--- src/rtl/minrv32_mem_arbiter.sv ---
// Two-master arbiter for the minrv32 native memory bus: round-robin grant with
// transaction locking, a bus-hang watchdog and sticky protocol-violation flags.
module minrv32_mem_arbiter #(
  parameter int unsigned TIMEOUT_CYCLES = 255,
  parameter logic [31:0] ERR_RDATA      = 32'hDEAD_BEEF
) (
  input  logic        clock,
  input  logic        reset,
  input  logic        m0_mem_valid,
  input  logic        m0_mem_instr,
  input  logic [31:0] m0_mem_addr,
  input  logic [31:0] m0_mem_wdata,
  input  logic [3:0]  m0_mem_wstrb,
  output logic        m0_mem_ready,
  output logic [31:0] m0_mem_rdata,
  input  logic        m1_mem_valid,
  input  logic        m1_mem_instr,
  input  logic [31:0] m1_mem_addr,
  input  logic [31:0] m1_mem_wdata,
  input  logic [3:0]  m1_mem_wstrb,
  output logic        m1_mem_ready,
  output logic [31:0] m1_mem_rdata,
  output logic        mem_valid,
  output logic        mem_instr,
  output logic [31:0] mem_addr,
  output logic [31:0] mem_wdata,
  output logic [3:0]  mem_wstrb,
  input  logic        mem_ready,
  input  logic [31:0] mem_rdata,
  output logic [1:0]  grant,
  output logic        timeout_err,
  output logic        proto_err
);

  localparam int unsigned CW = (TIMEOUT_CYCLES > 0) ? $clog2(TIMEOUT_CYCLES + 1) : 1;
  localparam logic [CW-1:0] TMAX = CW'(TIMEOUT_CYCLES);
  localparam logic WD_EN = (TIMEOUT_CYCLES > 0);

  typedef enum logic [1:0] {
    IDLE = 2'd0,
    OWN0 = 2'd1,
    OWN1 = 2'd2
  } state_t;

  state_t          state, state_nxt;
  logic            last_owner, last_owner_nxt;
  logic [CW-1:0]   wait_cnt, wait_cnt_nxt;
  logic            set_timeout, set_proto;
  logic            owned, own1, own_valid, oth_valid, wd_fire, done;
  logic [31:0]     own_rdata;

  always_ff @(posedge clock or posedge reset) begin
    if (reset) begin
      state       <= IDLE;
      last_owner  <= 1'b1;
      wait_cnt    <= '0;
      timeout_err <= 1'b0;
      proto_err   <= 1'b0;
    end else begin
      state       <= state_nxt;
      last_owner  <= last_owner_nxt;
      wait_cnt    <= wait_cnt_nxt;
      timeout_err <= timeout_err | set_timeout;
      proto_err   <= proto_err | set_proto;
    end
  end

  assign grant = {state == OWN1, state == OWN0};

  always_comb begin
    state_nxt      = state;
    last_owner_nxt = last_owner;
    wait_cnt_nxt   = wait_cnt;
    set_timeout    = 1'b0;
    set_proto      = 1'b0;
    owned          = (state == OWN0) || (state == OWN1);
    own1           = (state == OWN1);
    own_valid      = own1 ? m1_mem_valid : m0_mem_valid;
    oth_valid      = own1 ? m0_mem_valid : m1_mem_valid;
    wd_fire        = 1'b0;
    done           = 1'b0;
    own_rdata      = 32'd0;
    mem_valid      = 1'b0;
    mem_instr      = 1'b0;
    mem_addr       = 32'd0;
    mem_wdata      = 32'd0;
    mem_wstrb      = 4'd0;

    case (state)
      IDLE: begin
        // last_owner resets to 1 so master 0 wins the first tie
        if (m0_mem_valid && m1_mem_valid) state_nxt = last_owner ? OWN0 : OWN1;
        else if (m0_mem_valid)            state_nxt = OWN0;
        else if (m1_mem_valid)            state_nxt = OWN1;
      end
      OWN0, OWN1: begin
        mem_instr = own1 ? m1_mem_instr : m0_mem_instr;
        mem_addr  = own1 ? m1_mem_addr  : m0_mem_addr;
        mem_wdata = own1 ? m1_mem_wdata : m0_mem_wdata;
        mem_wstrb = own1 ? m1_mem_wstrb : m0_mem_wstrb;
        own_rdata = mem_rdata;
        // A genuine mem_ready in the timeout cycle takes precedence
        wd_fire   = WD_EN && own_valid && (wait_cnt == TMAX) && !mem_ready;
        if (!own_valid) begin
          set_proto = 1'b1;
          state_nxt = IDLE;
        end else begin
          mem_valid = !wd_fire;
          if (mem_ready || wd_fire) begin
            done           = 1'b1;
            set_timeout    = wd_fire;
            last_owner_nxt = own1;
            if (wd_fire) own_rdata = ERR_RDATA;
            if (oth_valid) state_nxt = own1 ? OWN0 : OWN1;
            else           state_nxt = IDLE;
          end else if (wait_cnt != TMAX) begin
            wait_cnt_nxt = wait_cnt + CW'(1);
          end
        end
      end
      default: state_nxt = IDLE;
    endcase

    if (state_nxt != IDLE && state_nxt != state) wait_cnt_nxt = '0;
  end

  assign m0_mem_ready = (state == OWN0) && done;
  assign m1_mem_ready = (state == OWN1) && done;
  assign m0_mem_rdata = (state == OWN0) ? own_rdata : 32'd0;
  assign m1_mem_rdata = (state == OWN1) ? own_rdata : 32'd0;

  wire unused_ok = owned;

endmodule

--- config.mk ---
export PLATFORM = sky130hd
export DESIGN_NAME = minrv32_mem_arbiter
export DESIGN_NICKNAME = d
export VERILOG_FILES = /design/src/rtl/minrv32_mem_arbiter.sv
export SDC_FILE = /design/constraint.sdc
export NUM_CORES = 1
export LEC_CHECK = 0
export ABC_AREA = 1
export ABC_CLOCK_PERIOD_IN_PS = 2600
export BUFFER_PORTS_ARGS = -buffer_cell sky130_fd_sc_hd__buf_2
export CAP_MARGIN = 40
export CORE_AREA = 2 2 122 124
export DETAILED_ROUTE_END_ITERATION = 8
export DIE_AREA = 0 0 124 126
export GPL_TIMING_DRIVEN = 0
export PLACE_DENSITY = 0.55
export RECOVER_POWER = 100
export SKIP_CTS_REPAIR_TIMING = 1
export SLEW_MARGIN = 20
export SYNTH_ARGS = -nofsm -noshare
export SYNTH_HDL_FRONTEND = slang
export SYNTH_SLANG_ARGS = --single-unit
export TNS_END_PERCENT = 5
--- constraint.sdc ---
create_clock -name clock -period 2.6 [get_ports clock]
set_input_delay 0.52 -clock clock [delete_from_list [all_inputs] [get_ports clock]]
set_output_delay 0.52 -clock clock [all_outputs]
set_load 0.01 [all_outputs]
==> run_results.csv <==
group,metric,value,unit
run_status,status,"finished clean",
floorplan,die_area,0.0156,sq mm
logic_synthesis,synth_seq_cells,13,
final_layout,drive_above_1_share,52.2,%
drt,dr.pass1.iters,4,
final_layout,insertedDiodeCount,0,
final_layout,layout_commonest_cell,"buf_2",
place,portBuffers,314,
floorplan,core-area,0.0143,sq mm
timing,skew,2.05,ps
final_layout,area_growth,99.6,%
clock_tree,insertion_delay,250,ps
drt,routed_wl,14500,um
floorplan,start_util,16.3,%
logic_synthesis,synth_top_area_cell,"nor2_1",
timing,drv_slew,0,
logic_synthesis,synthTopCellsByArea,"nor2_1, o21ai_0, dfrtp_1",
logic_synthesis,yosys_warnings,0,
global_routing,grt_first_pass_wirelength,19400,um
clock_tree,cts_made_buffers,3,
worst_setup_path,worst_setup_path_end_kind,"output pin",
final_layout,stdcell_area,0.00467,sq mm
timing,worst_pin_slew,510,ps
logic_synthesis,yosysUniqueCellTypes,27,
worst_setup_path,arrival,2070,ps
min_path,hp-class,"in2async",
final_layout,seq_area,329,sq um
clock_tree,cts_tree,"done",
timing,period_needed,2590,ps
run,drv_cap,0,
drt,vias,4148,
power_and_ir_drop,p_leak,2.68,nW
place,place_area,0.00414,sq mm
clock_tree,clk_pin_slew,50,ps
drt,drc,0,
timing,rsz0062_at_grt,"yes",
worst_setup_path,path_cells,"inv_4 > ha_4 > buf_12 > clkinv_8 > nand2_8 > nand2_4 > nand3_4 > nor2_4 > buf_6 > inv_8 > nand2_8 > buf_12 > nor3_4 > buf_2",
clock_tree,cts_buffer_depth,2,
global_routing,grt_max_degree,14,
logic_synthesis,synth_fp_nets,631,
final_layout,multi_input_area,0.00188,sq mm
worst_setup_path,slowest_stage,"dfrtp_2",
global_routing,grt_pass1_vias,3639,
worst_setup_path,worst-endpoint-required,2080,ps
final_layout,n_fill_cell,1670,
timing,fmax,0.386,GHz
worst_setup_path,worstSetupPathType,"reg2out",
clock_tree,cts_root_buf,"clkbuf_16",
clock_tree,htreeDepth,1,
drt,post_drt_wl_per_cell,14.8,um
floorplan,die_y,126,um
timing,relSlewSlack,66.0,%
logic_synthesis,netlist_instances,451,
floorplan,die_x,124,um
timing,setup-violations-final,0,
power_and_ir_drop,vdd_drop_max,533,uV
logic_synthesis,ys_seq_area_share,14.0,%
floorplan,ios,315,
global_routing,grt_use_total,16.2,%
clock_tree,clock-sinks,13,
worst_setup_path,max_stage_delay,440,ps
place,place.gp.congestion,0.803,
worst_setup_path,cp-start-kind,"flip-flop",
place,dp.final_hpwl,11500,um
floorplan,std_cell_rows,44,
logic_synthesis,syn_area,0.00234,sq mm
timing,hold_viol_final,0,
logic_synthesis,synth_top_area_share,30.8,%
global_routing,antenna_found_initial,1,
timing,fin_crit_sh,99.8,%
drt,final_antenna_net_count,0,
drt,via_per_inst,4.26,
power_and_ir_drop,p_per_area,1220,mW/mm^2
final_layout,final_util,32.6,%
final_layout,fin_nets,971,
drt,drt_iter0_drc,179,
worst_setup_path,path_max_fanout,5,
final_layout,final_cell_mix,"buf_2, nor2_1, o21ai_0",
logic_synthesis,postSynthAreaPerCell,5.19,sq um
global_routing,overflow,0,
-- flip-flops by register name, indices dropped and copies added (netlist names) --
name,cells
timeout_err,1
state,2
proto_err,1
last_owner,1
wait_cnt,8
-- cell usage after synthesis, drive strengths merged --
cell type  instances
buf               12
clkbuf            24
xor2               5
a21oi              1
nand2             31
dfstp              1
xnor2              2
o21bai             2
ha                 5
dfrtp             12
nand3              8
o21ai             96
a21boi             1
inv               29
nor2             203
nor3              19
-- power by group --
group / leakage (nW) / switching, mW / internal, mW
logic: 2.48 / 3.16 / 1.94
registers: 0.167 / 0.0353 / 0.241
clock network: 0.0382 / 0.0910 / 0.207
-- path summary, 6_finish.rpt --
check	startpoint	end	slack [ps]	cells past startpoint
max	state[0]	m1_mem_rdata[22]	6	14
min	reset	wait_cnt[2]	290	2
max reg2reg	state[0]	wait_cnt[7]	610	18
min reg2reg	timeout_err	timeout_err	480	1
max in group asynchronous	reset	state[0]	1950	2
min in group clock	timeout_err	timeout_err	480	1
-- critical path, delay by kind of cell, from the launching register on --
kind | cells | cell delay (ps)
fa+ha+maj | 1 | 140
buf+inv | 7 | 730
flops | 1 | 440
simple gates | 6 | 480
-- routing by layer --
layer	GRT usage, %	routed length [um]	vias to the layer above	part of all wire (%)
met3	2.81	1190	15	8.2
met1	20.2	5990	1824	41
met2	29.4	7110	200	49
li1	-	-	2107	-
met5	0	13	-	0.090
met4	1.98	148	2	1.0
-- final cells by class --
| type | count | share of cell area [%] |
|---|---|---|
| sequential | 13 | 7.05 |
| tap | 184 | 4.93 |
| buffer | 36 | 5.25 |
| inverter | 29 | 2.89 |
| timing repair buffer | 335 | 38.0 |
| clock buffer | 4 | 1.69 |
| multi-input combinational | 373 | 40.2 |
-- logic make-up (layout without fill, tap and decap cells) --
group,after synthesis,in the layout,share of synthesized area [%]
adders and majority gates,5,5,2.68
AOI/OAI and AO/OA,100,100,21.7
buffers and inverters,65,404,11.5
xor gates and xnor gates,7,7,2.62
and+or+nand+nor,261,261,47.5
DFF,13,13,14.0
-- per-stage QoR --
stage | TNS (ps) | std cells | power (mW) | hold slack (ps) | setup WS, ps
final | 0 | 974 | 5.68 | 290 | 6.12
after global routing | -2330 | 974 | 6.24 | 357 | -92.2
after CTS | -66220 | 953 | 5.02 | 314 | -825
after detailed placement | -31740 | 949 | 4.70 | 463 | -558
after global placement | -34080 | 949 | 4.71 | 457 | -601
after floorplan | 0 | 451 | 2.78 | 396 | 380
Note: power is estimated with default switching activity, not from simulation.
